`src/rtl/ctrl_fsm.sv`:
```
// Multi-cycle MIPS-subset controller: a Moore FSM that steps each instruction
// through FETCH/DCD/EXE/MEM/WB. It drives the datapath write enables and mux
// selects, and it counts retired instructions.
module ctrl_fsm (
  input  logic        clk,
  input  logic        rst,
  input  logic [5:0]  op,
  input  logic [5:0]  funct,
  input  logic        zero,
  output logic [1:0]  npcop,
  output logic        PCWr,
  output logic        IRWr,
  output logic        RFWr,
  output logic        DMWr,
  output logic [3:0]  aluop,
  output logic        sel,
  output logic [1:0]  D_sel,
  output logic [1:0]  R_sel,
  output logic [1:0]  extop,
  output logic [2:0]  state,
  output logic        illegal,
  output logic [31:0] retired
);

  typedef enum logic [2:0] {
    StFetch = 3'b000,
    StDcd   = 3'b001,
    StExe   = 3'b010,
    StMem   = 3'b011,
    StWb    = 3'b100
  } state_e;

  typedef enum logic [3:0] {
    InAddu, InSubu, InAnd, InOr, InSlt, InJr,
    InOri, InAddiu, InLui, InLw, InSw, InBeq, InJ, InJal, InIll
  } instr_e;

  localparam logic [5:0] OpRtype = 6'b000000;
  localparam logic [5:0] OpOri   = 6'b001101;
  localparam logic [5:0] OpAddiu = 6'b001001;
  localparam logic [5:0] OpLui   = 6'b001111;
  localparam logic [5:0] OpLw    = 6'b100011;
  localparam logic [5:0] OpSw    = 6'b101011;
  localparam logic [5:0] OpBeq   = 6'b000100;
  localparam logic [5:0] OpJ     = 6'b000010;
  localparam logic [5:0] OpJal   = 6'b000011;

  localparam logic [5:0] FnAddu  = 6'b100001;
  localparam logic [5:0] FnSubu  = 6'b100011;
  localparam logic [5:0] FnAnd   = 6'b100100;
  localparam logic [5:0] FnOr    = 6'b100101;
  localparam logic [5:0] FnSlt   = 6'b101010;
  localparam logic [5:0] FnJr    = 6'b001000;

  localparam logic [3:0] AluAdd  = 4'b0000;
  localparam logic [3:0] AluSub  = 4'b0001;
  localparam logic [3:0] AluOr   = 4'b0010;
  localparam logic [3:0] AluAnd  = 4'b0011;
  localparam logic [3:0] AluSlt  = 4'b0100;

  localparam logic [1:0] ExtZero = 2'b00;
  localparam logic [1:0] ExtSign = 2'b01;
  localparam logic [1:0] ExtLui  = 2'b10;

  localparam logic [1:0] NpcSeq  = 2'b00;
  localparam logic [1:0] NpcBr   = 2'b01;
  localparam logic [1:0] NpcJ    = 2'b10;
  localparam logic [1:0] NpcJr   = 2'b11;

  localparam logic [1:0] DselAlu = 2'b00;
  localparam logic [1:0] DselDl  = 2'b01;
  localparam logic [1:0] DselNpc = 2'b10;

  localparam logic [1:0] RselRt  = 2'b00;
  localparam logic [1:0] RselRd  = 2'b01;
  localparam logic [1:0] Rsel31  = 2'b10;

  state_e      state_q, state_d;
  instr_e      instr;
  logic [3:0]  alu_op_c;
  logic        alu_sel_c;
  logic [1:0]  alu_ext_c;
  logic [31:0] retired_q;

  // Classify the current op/funct. Anything unrecognised, including X, is illegal.
  always_comb begin
    instr = InIll;
    case (op)
      OpRtype: begin
        case (funct)
          FnAddu:  instr = InAddu;
          FnSubu:  instr = InSubu;
          FnAnd:   instr = InAnd;
          FnOr:    instr = InOr;
          FnSlt:   instr = InSlt;
          FnJr:    instr = InJr;
          default: instr = InIll;
        endcase
      end
      OpOri:   instr = InOri;
      OpAddiu: instr = InAddiu;
      OpLui:   instr = InLui;
      OpLw:    instr = InLw;
      OpSw:    instr = InSw;
      OpBeq:   instr = InBeq;
      OpJ:     instr = InJ;
      OpJal:   instr = InJal;
      default: instr = InIll;
    endcase
  end

  // ALU controls for each instruction. They are set up in EXE and held through MEM/WB.
  always_comb begin
    alu_op_c  = AluAdd;
    alu_sel_c = 1'b0;
    alu_ext_c = ExtZero;
    case (instr)
      InSubu:  alu_op_c = AluSub;
      InAnd:   alu_op_c = AluAnd;
      InOr:    alu_op_c = AluOr;
      InSlt:   alu_op_c = AluSlt;
      InOri: begin
        alu_op_c  = AluOr;
        alu_sel_c = 1'b1;
        alu_ext_c = ExtZero;
      end
      InAddiu, InLw, InSw: begin
        alu_op_c  = AluAdd;
        alu_sel_c = 1'b1;
        alu_ext_c = ExtSign;
      end
      InLui: begin
        alu_op_c  = AluAdd;
        alu_sel_c = 1'b1;
        alu_ext_c = ExtLui;
      end
      InBeq: begin
        alu_op_c  = AluSub;
        alu_sel_c = 1'b0;
        alu_ext_c = ExtSign;
      end
      default: ;
    endcase
  end

  // State register; reset forces FETCH immediately.
  always_ff @(posedge clk or negedge rst) begin
    if (!rst) begin
      state_q <= StFetch;
    end else begin
      state_q <= state_d;
    end
  end

  // Next-state logic.
  always_comb begin
    state_d = StFetch;
    case (state_q)
      StFetch: state_d = StDcd;
      StDcd: begin
        case (instr)
          InJ, InJal, InJr, InIll: state_d = StFetch;
          default:                 state_d = StExe;
        endcase
      end
      StExe: begin
        case (instr)
          InAddu, InSubu, InAnd, InOr, InSlt,
          InOri, InAddiu, InLui:              state_d = StWb;
          InLw, InSw:                         state_d = StMem;
          default:                            state_d = StFetch;
        endcase
      end
      StMem: begin
        case (instr)
          InLw:    state_d = StWb;
          default: state_d = StFetch;
        endcase
      end
      StWb:    state_d = StFetch;
      default: state_d = StFetch;
    endcase
  end

  // Moore outputs. While reset is low, the enables and the illegal flag are forced low.
  always_comb begin
    npcop   = NpcSeq;
    PCWr    = 1'b0;
    IRWr    = 1'b0;
    RFWr    = 1'b0;
    DMWr    = 1'b0;
    aluop   = AluAdd;
    sel     = 1'b0;
    D_sel   = DselAlu;
    R_sel   = RselRt;
    extop   = ExtZero;
    illegal = 1'b0;
    case (state_q)
      StFetch: begin
        IRWr = 1'b1;
        PCWr = 1'b1;
      end
      StDcd: begin
        case (instr)
          InJ: begin
            PCWr  = 1'b1;
            npcop = NpcJ;
          end
          InJal: begin
            PCWr  = 1'b1;
            npcop = NpcJ;
            RFWr  = 1'b1;
            R_sel = Rsel31;
            D_sel = DselNpc;
          end
          InJr: begin
            PCWr  = 1'b1;
            npcop = NpcJr;
          end
          InIll:   illegal = 1'b1;
          default: ;
        endcase
      end
      StExe: begin
        case (instr)
          InAddu, InSubu, InAnd, InOr, InSlt,
          InOri, InAddiu, InLui, InLw, InSw: begin
            aluop = alu_op_c;
            sel   = alu_sel_c;
            extop = alu_ext_c;
          end
          InBeq: begin
            aluop = alu_op_c;
            sel   = alu_sel_c;
            extop = alu_ext_c;
            npcop = NpcBr;
            PCWr  = zero;
          end
          default: ;
        endcase
      end
      StMem: begin
        case (instr)
          InLw: begin
            aluop = alu_op_c;
            sel   = alu_sel_c;
            extop = alu_ext_c;
          end
          InSw: begin
            aluop = alu_op_c;
            sel   = alu_sel_c;
            extop = alu_ext_c;
            DMWr  = 1'b1;
          end
          default: ;
        endcase
      end
      StWb: begin
        case (instr)
          InLw: begin
            RFWr  = 1'b1;
            D_sel = DselDl;
            R_sel = RselRt;
          end
          InAddu, InSubu, InAnd, InOr, InSlt: begin
            aluop = alu_op_c;
            sel   = alu_sel_c;
            extop = alu_ext_c;
            RFWr  = 1'b1;
            D_sel = DselAlu;
            R_sel = RselRd;
          end
          InOri, InAddiu, InLui: begin
            aluop = alu_op_c;
            sel   = alu_sel_c;
            extop = alu_ext_c;
            RFWr  = 1'b1;
            D_sel = DselAlu;
            R_sel = RselRt;
          end
          default: ;
        endcase
      end
      default: ;
    endcase
    if (!rst) begin
      PCWr    = 1'b0;
      IRWr    = 1'b0;
      RFWr    = 1'b0;
      DMWr    = 1'b0;
      illegal = 1'b0;
    end
  end

  // Retired counter: one count per return to FETCH from any other state. Wraps naturally.
  always_ff @(posedge clk or negedge rst) begin
    if (!rst) begin
      retired_q <= 32'd0;
    end else if (state_q != StFetch && state_d == StFetch) begin
      retired_q <= retired_q + 32'd1;
    end
  end

  assign state   = state_q;
  assign retired = retired_q;

endmodule

```
`config.mk`:
```
export PLATFORM = sky130hd
export DESIGN_NAME = ctrl_fsm
export DESIGN_NICKNAME = d
export VERILOG_FILES = /design/src/rtl/ctrl_fsm.sv
export SDC_FILE = /design/constraint.sdc
export NUM_CORES = 1
export LEC_CHECK = 0
export CORE_ASPECT_RATIO = 1.5
export CORE_MARGIN = 1.5
export CORE_UTILIZATION = 40
export CTS_BUF_LIST = sky130_fd_sc_hd__clkbuf_4 sky130_fd_sc_hd__clkbuf_8
export CTS_CLUSTER_DIAMETER = 80
export DETAILED_ROUTE_END_ITERATION = 8
export PLACE_DENSITY = 0.7
export SYNTH_ARGS = -nofsm -noshare
export SYNTH_HDL_FRONTEND = slang
export SYNTH_SLANG_ARGS = --single-unit
```
`constraint.sdc`:
```
create_clock -name clk -period 3.4 [get_ports clk]
set_input_delay 0.34 -clock clk [delete_from_list [all_inputs] [get_ports clk]]
set_output_delay 0.34 -clock clk [all_outputs]
set_load 0.05 [all_outputs]
```
==> run metrics <==
Crit Path Class input port to primary output; syn nets 297; Final Hold Fails 0; worst slew pin tran 0.6921 ns; logic gate share of total power 45.5%; drc violations 0; CTS tree built; post-route setup slack about 0.044 ns; met2 Track Usage GR 42.08%; Routed WL 7063 um; final clock period utilization by the worst path roughly 99%; PwrDens 429.4 nW/um^2; IO Pins 68; ys async rst share 100.0%; Initial Utilization about two fifths; Hold Path Class flop to flop; EDFF count, synth 0; worst path required time 3.06 ns; Die Width 66.97 um; worst path cell trace dlygate4sd2_1 > or3b_4 > o32a_1 > o32a_1 > buf_6 > ha_4 > nor2_4 > a211oi_4 > o32ai_4 > a21oi_2 > o31a_2 > buf_12; Yosys cell types 54; total gr overflow 0; Clk pin slew, worst setup/hold paths approximately 0.070 ns; Fillers 496; synth top area cells dfrtp_1 (36%), xor2_1 (11%), nand2_1 (4.0%); DP Wirelength approximately 5100 um; Synth Register Bits 35; clk_skew around 0.0088 ns; Via Count 2495; Clock Root Buffer clkbuf_8; pre-CTS WS -0.3025 ns; Area growth, synth to finish 62.28%; fin nets 401; most frequent cells in the layout buf_4 (40), clkdlybuf4s50_1 (38), dfrtp_1 (35); CTS Hold Bufs 0; Max-Cap Viols 0; CP Capture Type primary output; TritonCTS Buffers 5; H-Tree Depth 2; NetSw a little over 0.7 mW; worst ir drop on vdd 202.7 uV; Net Sw Frac between 40% and 50%; Crit Path Max Fanout 3; Worst path max stage delay 0.38 ns; fin util 67.86%; Die Footprint 6626 um^2; first-pass GRT wire length 11650 um; Worst Path Buf+Inv 3; CTS Sinks 35; grt met3 use 3.539%; Startpoint Class input port; status complete, no violations; commonest non-fill, non-tap cell in the layout buf_4; post-DR vias/cell around 5.5; top-area cell type share of the netlist area a little over a third; Tot GR Track Use 22.16%; Slew HR 53.66%; Synth Warn # 0; Tmin final 3.356 ns; Leak 1.773 nW; Slew Viols, Final 0; CP arrival 3.02 ns; routed len/inst 15.56 um; Gate Count Post-Synth 277; ys flop type dfrtp_1; most frequent cell on the critical path o32a_1; Fmax approximately 300 MHz; area leader, netlist dfrtp_1; Top delay family on crit path compound AO/OA/AOI/OAI gates; design area 3984 um^2; number of I/O port buffers 66; internal power approximately 1.0 mW; vias in the first global route 2546; clock latency on the worst-skew pair 0.28 ns; Setup-failing EPs final 0; final antenna-violating net count 0; slowest stage cell, crit path or3b_4; # diodes 0; Post-DP Area 3606 um^2; Flop pwr share 31.8%; share of cells above drive strength 1 30.89%; CORE AREA 5871 um^2; setup TNS 0 ns; Mapped Area 2455 um^2; total power 1.711 mW; Clock Power Share 22.7%; grt met1 use 24.02%; CTS Buffer Depth 2; row cnt 34; router iterations before antenna repair 4; routability cong. 0.8793; sequential share of the synthesized area a little over a third; Most Crowded Layer GR met2; antenna violations before repair 0; pin count of the biggest net entering global routing 36; Die Y 98.95 um; syn avg cell area 8.862 um^2; First DRT Iteration DRCs 131
-- cells in the mapped netlist (3+ instances only) --
cell,n
o21ai_0,8
nor4b_2,3
nand2_1,26
inv_1,8
nand3b_1,4
nor3_1,17
xor2_1,32
o31ai_1,3
nor2_1,15
nand2b_1,5
nand3_1,13
nor4_1,13
buf_4,4
dfrtp_1,35
o211a_1,3
clkbuf_1,6
ha_1,5
nor3b_1,4
a21oi_1,14
and3_1,7
buf_2,5
-- path summary, 6_finish.rpt --
kind	depth (start not counted)	slack, ns	start	endpoint
worst max register to register	7	0.87	retired[2]$_DFFE_PN0P_	retired[31]$_DFFE_PN0P_
worst min-delay path	1	0.47	retired[31]$_DFFE_PN0P_	retired[31]$_DFFE_PN0P_
worst max-delay path	12	0.04	funct[3]	RFWr
worst min register to register	1	0.47	retired[31]$_DFFE_PN0P_	retired[31]$_DFFE_PN0P_
max in group asynchronous	2	2.48	rst	retired[10]$_DFFE_PN0P_
min in group asynchronous	2	0.61	rst	retired[6]$_DFFE_PN0P_
-- sequential cells by signal, summed over array words and instances, names as in the netlist --
signal and flops:
state 3, retired 32
-- cell families after synthesis --
logic type	count (synthesis)	share of synthesized area (%)
other	1	0.1528
DFF	35	35.68
muxes	2	0.8664
and+or+nand+nor	128	29.77
AOI/OAI and AO/OA	49	14.47
xor gates and xnor gates	34	12.13
adders and majority gates	5	2.548
buffers and inverters	23	4.383
-- cell type report --
| class | count | area [um^2] | share of cell area, % |
|---|---|---|---|
| Clock buffer | 6 | 82.58 | 2.073 |
| Sequential cell | 35 | 875.8 | 21.98 |
| Clock inverter | 2 | 35.03 | 0.8794 |
| Inverter | 8 | 30.03 | 0.7538 |
| Timing Repair Buffer | 112 | 1196 | 30.03 |
| Multi-Input combinational cell | 219 | 1674 | 42.02 |
| Tap cell | 72 | 90.09 | 2.261 |
-- power by group through the flow --
stage	Clock [mW]	Combinational, mW	Sequential (mW)
2_1_floorplan	0	0.314	0.687
3_3_place_gp	0	0.753	0.552
3_5_place_dp	0	0.761	0.553
4_1_cts	0.395	0.774	0.545
5_1_grt	0.414	0.825	0.555
6_report	0.388	0.778	0.544
-- timing repair --
item | CTS | global route
gates resized for setup | 37 | 27
buffers inserted | 4 | 3
pin swaps | 18 | 16
setup endpoints to repair | 7 | 6
hold endpoints to repair | 0 | 0
-- worst reg2reg max path: stages (launching register included) --
cell     delay [ns]
dfrtp_1        0.44
and4_1         0.29
and3_1         0.21
nand3_1        0.24
nor3_1         0.51
nand2_1        0.26
nor4_1         0.34
xor2_1         0.17
-- per-layer routing --
metal	vias to the layer above	routed length (um)
li1	1205	-
met1	1210	2631
met2	65	4045
met3	15	235
met4	0	151
met5	-	0
-- stage by stage --
| step | hold slack, ns | instances |
|---|---|---|
| 2_1_floorplan | 0.04441 | 277 |
| 3_3_place_gp | 0.4555 | 439 |
| 3_5_place_dp | 0.4661 | 439 |
| 4_1_cts | 0.4786 | 451 |
| 5_1_grt | 0.4857 | 454 |
| 6_report | 0.4730 | 454 |
No activity file was read; power rests on OpenSTA's default activity.
